### src/rtl/uart_cmd_parser.sv
// uart_cmd_parser: assembles 4-byte command packets (HEADER, CMD, FREQ, CHK)
// from a UART receiver byte stream and applies validated settings.
// Ports:
//   clk, rst       - clock, synchronous active-high reset
//   rx_data        - received byte
//   rx_valid       - one-cycle strobe, rx_data valid
//   rx_error       - one-cycle strobe, framing error on current byte
//   freq_out       - frequency setting
//   amp_out        - amplitude setting
//   wave_sel       - waveform select (00 square, 01 sine, 10 triangle)
//   cfg_valid      - one-cycle pulse, new settings applied
//   cfg_err        - one-cycle pulse, packet rejected
//   busy           - packet in progress (combinational from state)
module uart_cmd_parser #(
  parameter logic [7:0]  HEADER  = 8'hAA,
  parameter int unsigned TIMEOUT = 50000
) (
  input  logic       clk,
  input  logic       rst,
  input  logic [7:0] rx_data,
  input  logic       rx_valid,
  input  logic       rx_error,
  output logic [7:0] freq_out,
  output logic [3:0] amp_out,
  output logic [1:0] wave_sel,
  output logic       cfg_valid,
  output logic       cfg_err,
  output logic       busy
);

  localparam int unsigned CNT_W = (TIMEOUT > 1) ? $clog2(TIMEOUT) : 1;
  localparam logic [CNT_W-1:0] CNT_LAST = CNT_W'(TIMEOUT - 1);

  typedef enum logic [1:0] {
    IDLE     = 2'd0,
    GET_CMD  = 2'd1,
    GET_FREQ = 2'd2,
    GET_CHK  = 2'd3
  } state_t;

  state_t           r_state;
  logic [CNT_W-1:0] r_cnt;
  logic [7:0]       r_cmd;
  logic [7:0]       r_freq;

  logic w_accept;
  logic w_pkt_ok;
  logic w_timeout;

  assign w_accept  = rx_valid & ~rx_error;
  assign w_timeout = (r_cnt == CNT_LAST);

  // Verdict on the CHK byte currently on rx_data
  assign w_pkt_ok = (rx_data == 8'(r_cmd + r_freq)) &&
                    (r_cmd[7:6] == 2'b00) &&
                    (r_cmd[1:0] != 2'b11) &&
                    (r_freq != 8'd0);

  assign busy = (r_state != IDLE);

  // Packet FSM, idle timer and registered settings/pulses
  always_ff @(posedge clk) begin
    if (rst) begin
      r_state   <= IDLE;
      r_cnt     <= '0;
      r_cmd     <= 8'd0;
      r_freq    <= 8'd0;
      freq_out  <= 8'd10;
      amp_out   <= 4'd8;
      wave_sel  <= 2'b01;
      cfg_valid <= 1'b0;
      cfg_err   <= 1'b0;
    end else begin
      cfg_valid <= 1'b0;
      cfg_err   <= 1'b0;
      if (r_state == IDLE) begin
        // Entry clear of the idle timer happens here; noise bytes are dropped silently
        r_cnt <= '0;
        if (w_accept && (rx_data == HEADER)) begin
          r_state <= GET_CMD;
        end
      end else begin
        // Priority: framing error, then accepted byte, then timeout
        if (rx_error) begin
          r_state <= IDLE;
          r_cnt   <= '0;
          cfg_err <= 1'b1;
        end else if (rx_valid) begin
          r_cnt <= '0;
          case (r_state)
            GET_CMD: begin
              r_cmd   <= rx_data;
              r_state <= GET_FREQ;
            end
            GET_FREQ: begin
              r_freq  <= rx_data;
              r_state <= GET_CHK;
            end
            default: begin
              r_state <= IDLE;
              if (w_pkt_ok) begin
                freq_out  <= r_freq;
                amp_out   <= r_cmd[5:2];
                wave_sel  <= r_cmd[1:0];
                cfg_valid <= 1'b1;
              end else begin
                cfg_err <= 1'b1;
              end
            end
          endcase
        end else if (w_timeout) begin
          r_state <= IDLE;
          r_cnt   <= '0;
          cfg_err <= 1'b1;
        end else begin
          r_cnt <= r_cnt + 1'b1;
        end
      end
    end
  end

endmodule

### config.mk
export PLATFORM = sky130hd
export DESIGN_NAME = uart_cmd_parser
export DESIGN_NICKNAME = d
export VERILOG_FILES = /design/src/rtl/uart_cmd_parser.sv
export SDC_FILE = /design/constraint.sdc
export NUM_CORES = 1
export LEC_CHECK = 0
export BUFFER_PORTS_ARGS = -buffer_cell sky130_fd_sc_hd__buf_2
export CORE_MARGIN = 2
export CORE_UTILIZATION = 41
export DETAILED_ROUTE_END_ITERATION = 8
export MAX_ROUTING_LAYER = met4
export PLACE_DENSITY_LB_ADDON = 0.2
export SETUP_SLACK_MARGIN = 0.05
export SLEW_MARGIN = 20
export SYNTH_ARGS = -nofsm -noshare
export SYNTH_HDL_FRONTEND = slang
export SYNTH_SLANG_ARGS = --single-unit
### constraint.sdc
create_clock -name clk -period 3.8 [get_ports clk]
set_clock_uncertainty 0.2 [all_clocks]
set_input_delay 0 -clock clk [delete_from_list [all_inputs] [get_ports clk]]
set_output_delay 0 -clock clk [all_outputs]
set_load 0.03 [all_outputs]
; ---- Word level (Yosys, flattened, before mapping)
; Cells that the tools add are included.
; W data, S select, Z words.
[word_totals]
reg_bits = 50
input_bits = 12
out_inout_bits = 17
word_cells = 52
[op_classes]
addsub = 2
n_eq_ne = 7
muxes = 12
bitwise_logic = 5
n_reduce_logical = 17
[op_table]
columns = operator, count
row1 = $add A16 B1 Y16 const B, 1
row2 = $eq A16 B16 Y1 const B, 1
row3 = $mux W2, 5
row4 = $add A8 B8 Y8, 1
row5 = $eq A8 B8 Y1, 1
row6 = $eq A8 B8 Y1 const B, 1
row7 = $reduce_and A4 Y1, 2
row8 = $reduce_bool A8 Y1, 1
row9 = $mux W1, 6
row10 = $reduce_or A6 Y1, 1
row11 = $reduce_and A5 Y1, 1
row12 = $reduce_or A5 Y1, 1
row13 = $logic_and A1 B1 Y1, 4
row14 = $logic_not A2 Y1, 2
row15 = $not A1 Y1, 4
row16 = $pmux W2 S2, 1
row17 = $reduce_bool A4 Y1, 1
row18 = $reduce_or A2 Y1, 2
row19 = $eq A2 B1 Y1 const B, 1
row20 = $eq A2 B2 Y1 const B, 1
row21 = $ne A2 B1 Y1 const B, 1
row22 = $ne A2 B2 Y1 const B, 1
row23 = $reduce_and A2 Y1, 1
row24 = $reduce_bool A2 Y1, 1
row25 = $and A1 B1 Y1, 1

; ---- Longest topological paths before layout
[depth]
ltp_word = 9
mapped_depth = 9
depth_no_buf = 8

; ---- Least setup slack after synthesis
; OpenSTA, ideal clock, no wires.
[synth_path]
path_type = reg-to-reg
from = register r_cmd[0]
to = register amp_out[3]
setup_time_ns = 0.072
t_arrival_ns = 2.438
t_required_ns = 3.528
setup_slack_ns = 1.090
path_stages_with_launch = 10
n_path_buf = 1
period_less_slack_ns = 2.710
cell_sequence = dfxtp_1 -> ha_1 -> fa_1 -> xnor2_1 -> o22ai_1 -> a211oi_1 -> nand4_1 -> nor4_4 -> buf_6 -> mux2i_1
[synth_between]
elab_chain_len = 6
word_cells_on_any_way = 7
cone_classes = add/sub (1) / eq/ne (2) / reduce/logical (4)
[synth_lines]
columns = element, line
row1 = from (decl), 43  ; logic [7:0] r_cmd;
row2 = from (signal assigned), 92  ; r_cmd <= rx_data;
row3 = $add A8 B8 Y8, 54  ; assign w_pkt_ok = (rx_data == 8'(r_cmd + r_freq)) &&
row4 = $eq A8 B8 Y1, 54
row5 = $logic_and A1 B1 Y1, 54
row6 = $logic_and A1 B1 Y1 (*), 55  ; (r_cmd[7:6] == 2'b00) &&
row7 = $logic_and A1 B1 Y1 (*), 56  ; (r_cmd[1:0] != 2'b11) &&
row8 = $reduce_and A5 Y1 (no source line) (*), n/a
row9 = to (signal assigned), 103  ; amp_out <= r_cmd[5:2];
row10 = to (decl), 24  ; output logic [3:0] amp_out,
; Mark *: on every way between the ends. The rest lies on a longest branch, timed or not.
; A chain may end at the register's enable or synchronous reset.

; ---- Worst setup path in the final report
[layout_path]
from = register r_cmd[0]
to = register freq_out[3]
[layout_between]
elab_chain_len = 6
word_cells_on_any_way = 7
cone_classes = add/sub (1) / eq/ne (2) / reduce/logical (4)
[layout_lines]
columns = element, line
row1 = $add A8 B8 Y8, 54
row2 = $eq A8 B8 Y1, 54
row3 = $logic_and A1 B1 Y1, 54
row4 = $logic_and A1 B1 Y1 (*), 55
row5 = $logic_and A1 B1 Y1 (*), 56
row6 = $reduce_and A5 Y1 (no source line) (*), n/a
row7 = to (signal assigned), 102  ; freq_out <= r_freq;
row8 = to (decl), 23  ; output logic [7:0] freq_out,
; Marked as above.

==> flow_metrics.py <==
metrics = {
    "run_status": {
        "status": "finished, final reports clean",
    },
    "layout": {
        "syn2layout_area_growth_pct": 17.24,
        "layout.nets": 358,
        "post-route-util": 0.4973,
        "layout-drive-gt1-share": 0.1257,
        "instances_no_fill": 409,
        "antenna_cells": 0,
    },
    "yosys": {
        "ys_seq_elements": 50,
        "syn-cell-area_um2": 2511,
        "ys.flop_type": "dfxtp_1",
        "synth_async_sr_flop_share": 0,
        "yosysMostFrequentCell": "dfxtp_1",
        "syn_nets": 317,
        "netlist_instances": 292,
        "yosysTopAreaCellShare": 0.3986,
        "synth_area_leader_cell": "dfxtp_1",
        "synth_warnings": 0,
        "netlist_top_cells_area": "dfxtp_1 40%, nand2_1 6.9%, ha_1 6.0%, mux2i_1 5.6%, nand2b_1 5.2%",
        "syn_area_per_cell_um2": 8.600,
        "synth_edf_count": 0,
        "seq_area_frac_synth": 0.3986,
        "yosysUniqueCellTypes": 41,
        "netlist_top_cells_count": "50 x dfxtp_1, 46 x nand2_1, 29 x nor2_1",
    },
    "cts": {
        "htree_levels": 2,
        "cts_tree": "built",
        "clock-root-buffer": "clkbuf_8",
        "clk_pin_slew_ns": 0.09,
        "max-clock-path-buffers": 2,
        "numCtsBuffers": 5,
        "post_cts_resized": 0,
        "cts.sinks": 50,
        "worst_skew_pair.late_latency_ns": 0.30,
    },
    "setup_path": {
        "crit_path_start": "r_cmd[0]",
        "r2r_slack_ns": 0.94,
        "slowest_stage": "fa_1",
        "cpPeakStageDelay_ns": 0.43,
        "startpoint_type": "flop",
        "rr_startpoint": "r_cmd[0]",
        "crit_chain": "ha_1, fa_1, xnor2_1, o22ai_1, a211oi_1, nand4_1, nor4_4, buf_4, mux2i_1",
        "worstPathArrival_ns": 2.89,
        "critical_path_class": "flop to flop",
        "cp-end-kind": "flop",
        "crit_fanout": 14,
        "cp-endpoint": "freq_out[3]",
        "r2r_cells": 9,
        "cp.required_ns": 3.83,
        "r2r-end": "freq_out[3]",
    },
    "global_route": {
        "first_global_vias": 1878,
        "overflow": 0,
        "grt_max_degree": 35,
        "antenna_found_initial": 0,
        "grt_pass1_wl_mm": 9.204,
        "grt_use_total": 0.1827,
    },
    "placement": {
        "placed_cells": 388,
        "io_buffer_count": 28,
        "dp_slack_ns": 0.9624,
        "place_hpwl_mm": 4.068,
        "place.gp.congestion": 0.8575,
    },
    "drt": {
        "wire_per_inst_um": 13.85,
        "drt_iter0_markers": 103,
        "drc_errors": 0,
        "totalWireLength_mm": 5.663,
        "dr.pass1.iters": 4,
        "ant_nets": 0,
        "num_vias": 2075,
        "via_per_inst": 5.073,
    },
    "timing": {
        "fin_setup_tns_ns": 0,
        "final_max_slew_viol_count": 0,
        "fin_ws_ns": 0.9378,
        "maxSlewHeadroom": 0.6403,
        "rsz0062_at_grt": "false",
        "final.period_utilization": 0.7532,
        "fin_crit_ns": 2.862,
        "worst_pin_slew_ns": 0.5395,
        "finalSetupViolations": 0,
        "fmax_ghz": 0.3494,
        "finalHoldViolations": 0,
    },
    "floorplanning": {
        "coreArea_um2": 5921,
        "io_pins": 29,
        "die_h_um": 82.26,
        "die_w_um": 82.26,
        "die_area_um2": 6767,
        "floorplan.initialDensity": 0.4241,
        "row_count": 28,
    },
    "power": {
        "total_power_uw": 894.7,
        "leakagePower_nw": 1.082,
        "ir_drop_v": 0.0001430,
        "cellPowerDensity_nw_per_um2": 303.9,
    },
    "min_path": {
        "hold_class": "flop to flop",
    },
    "job": {
        "drv_cap": 0,
    },
}
==> metal layers <==
layer,global-route usage,part of all wire,up-vias
met1,0.2565,0.52,968
li1,-,-,1079
met2,0.2718,0.44,22
met4,0.04000,0.0087,0
met3,0.03587,0.029,6
met5,-,0,-
==> what timing repair did <==
action                    CTS  global route
hold buffers               13             0
hold endpoints to repair   20             0
setup buffers               0             0
==> critical path: cells and delay by family, from the launching register on <==
kind                       cells  cell delay [ns]
and+or+nand+nor                2             0.47
adders and majority gates      2             0.67
muxes                          1             0.22
DFF                            1             0.35
AOI/OAI and AO/OA              2             0.35
xor gates and xnor gates       1             0.23
buffers and inverters          1             0.29
==> registers in the layout (all words and copies together) (netlist names) <==
register	count
amp_out	4
cfg_err	1
cfg_valid	1
freq_out	8
r_cmd	8
r_cnt	16
r_freq	8
r_state	2
wave_sel	2
==> logic make-up after synthesis <==
group | Yosys count | synth area share
simple gates | 135 | 0.2735
flops | 50 | 0.3986
compound gates | 41 | 0.09717
xor+xnor | 23 | 0.08022
buf+inv | 16 | 0.02691
mux | 14 | 0.05580
fa+ha+maj | 13 | 0.06776
==> area by class of cell <==
| class | instances | area [um2] |
|---|---|---|
| clock inverters | 2 | 12.51 |
| fillers | 588 | 2977 |
| multi-input cells | 226 | 1443 |
| flip-flops and latches | 50 | 1001 |
| clock buffers | 6 | 82.58 |
| well taps | 75 | 93.84 |
| repair buffers | 43 | 285.3 |
| inverters | 7 | 26.28 |
==> through the flow <==
stage | cell area (um2) | hold WS, ns
2_1_floorplan | 2511 | -0.06403
3_3_place_gp | 2719 | 0.08398
3_5_place_dp | 2719 | 0.09157
4_1_cts | 2944 | 0.2587
5_1_grt | 2944 | 0.3010
6_report | 2944 | 0.2594
==> worst min-delay path by stage <==
| stage | endpoint | slack (ns) | startpoint | cells after the start |
|---|---|---|---|---|
| after floorplan | r_cmd[2] | -0.06 | rx_data[2] | 2 |
| after global placement | r_cmd[6] | 0.08 | rx_data[6] | 3 |
| after detailed placement | r_cmd[6] | 0.09 | rx_data[6] | 3 |
| after CTS | r_cnt[0] | 0.26 | r_cnt[0] | 1 |
| after global routing | amp_out[1] | 0.30 | amp_out[1] | 2 |
| final | r_cnt[0] | 0.26 | r_cnt[0] | 1 |
==> layout by cell type, fill, tap and decap left out, types with 2 or more instances in the layout <==
cell type / n
dfxtp_1: 50
nor4_1: 4
or3_1: 2
xnor2_1: 13
nand2b_1: 21
nor2_1: 29
or4_1: 3
o21ai_0: 4
a21oi_1: 23
nor3_1: 2
nand2_1: 46
ha_1: 12
buf_4: 2
clkbuf_8: 6
buf_2: 28
dlygate4sd3_1: 13
nand4_1: 6
and4b_1: 2
and3_1: 5
nor4b_1: 2
a211oi_1: 3
inv_1: 7
mux2i_1: 14
xor2_1: 10
nand3_1: 7
==> power breakdown <==
part	switching [mW]	leakage, nW	internal, mW
registers	0.0000175	0.403	0.523
clock network	0.180	0.0472	0.147
logic	0.0224	0.632	0.0223
Power figures use the tool's default switching activity.
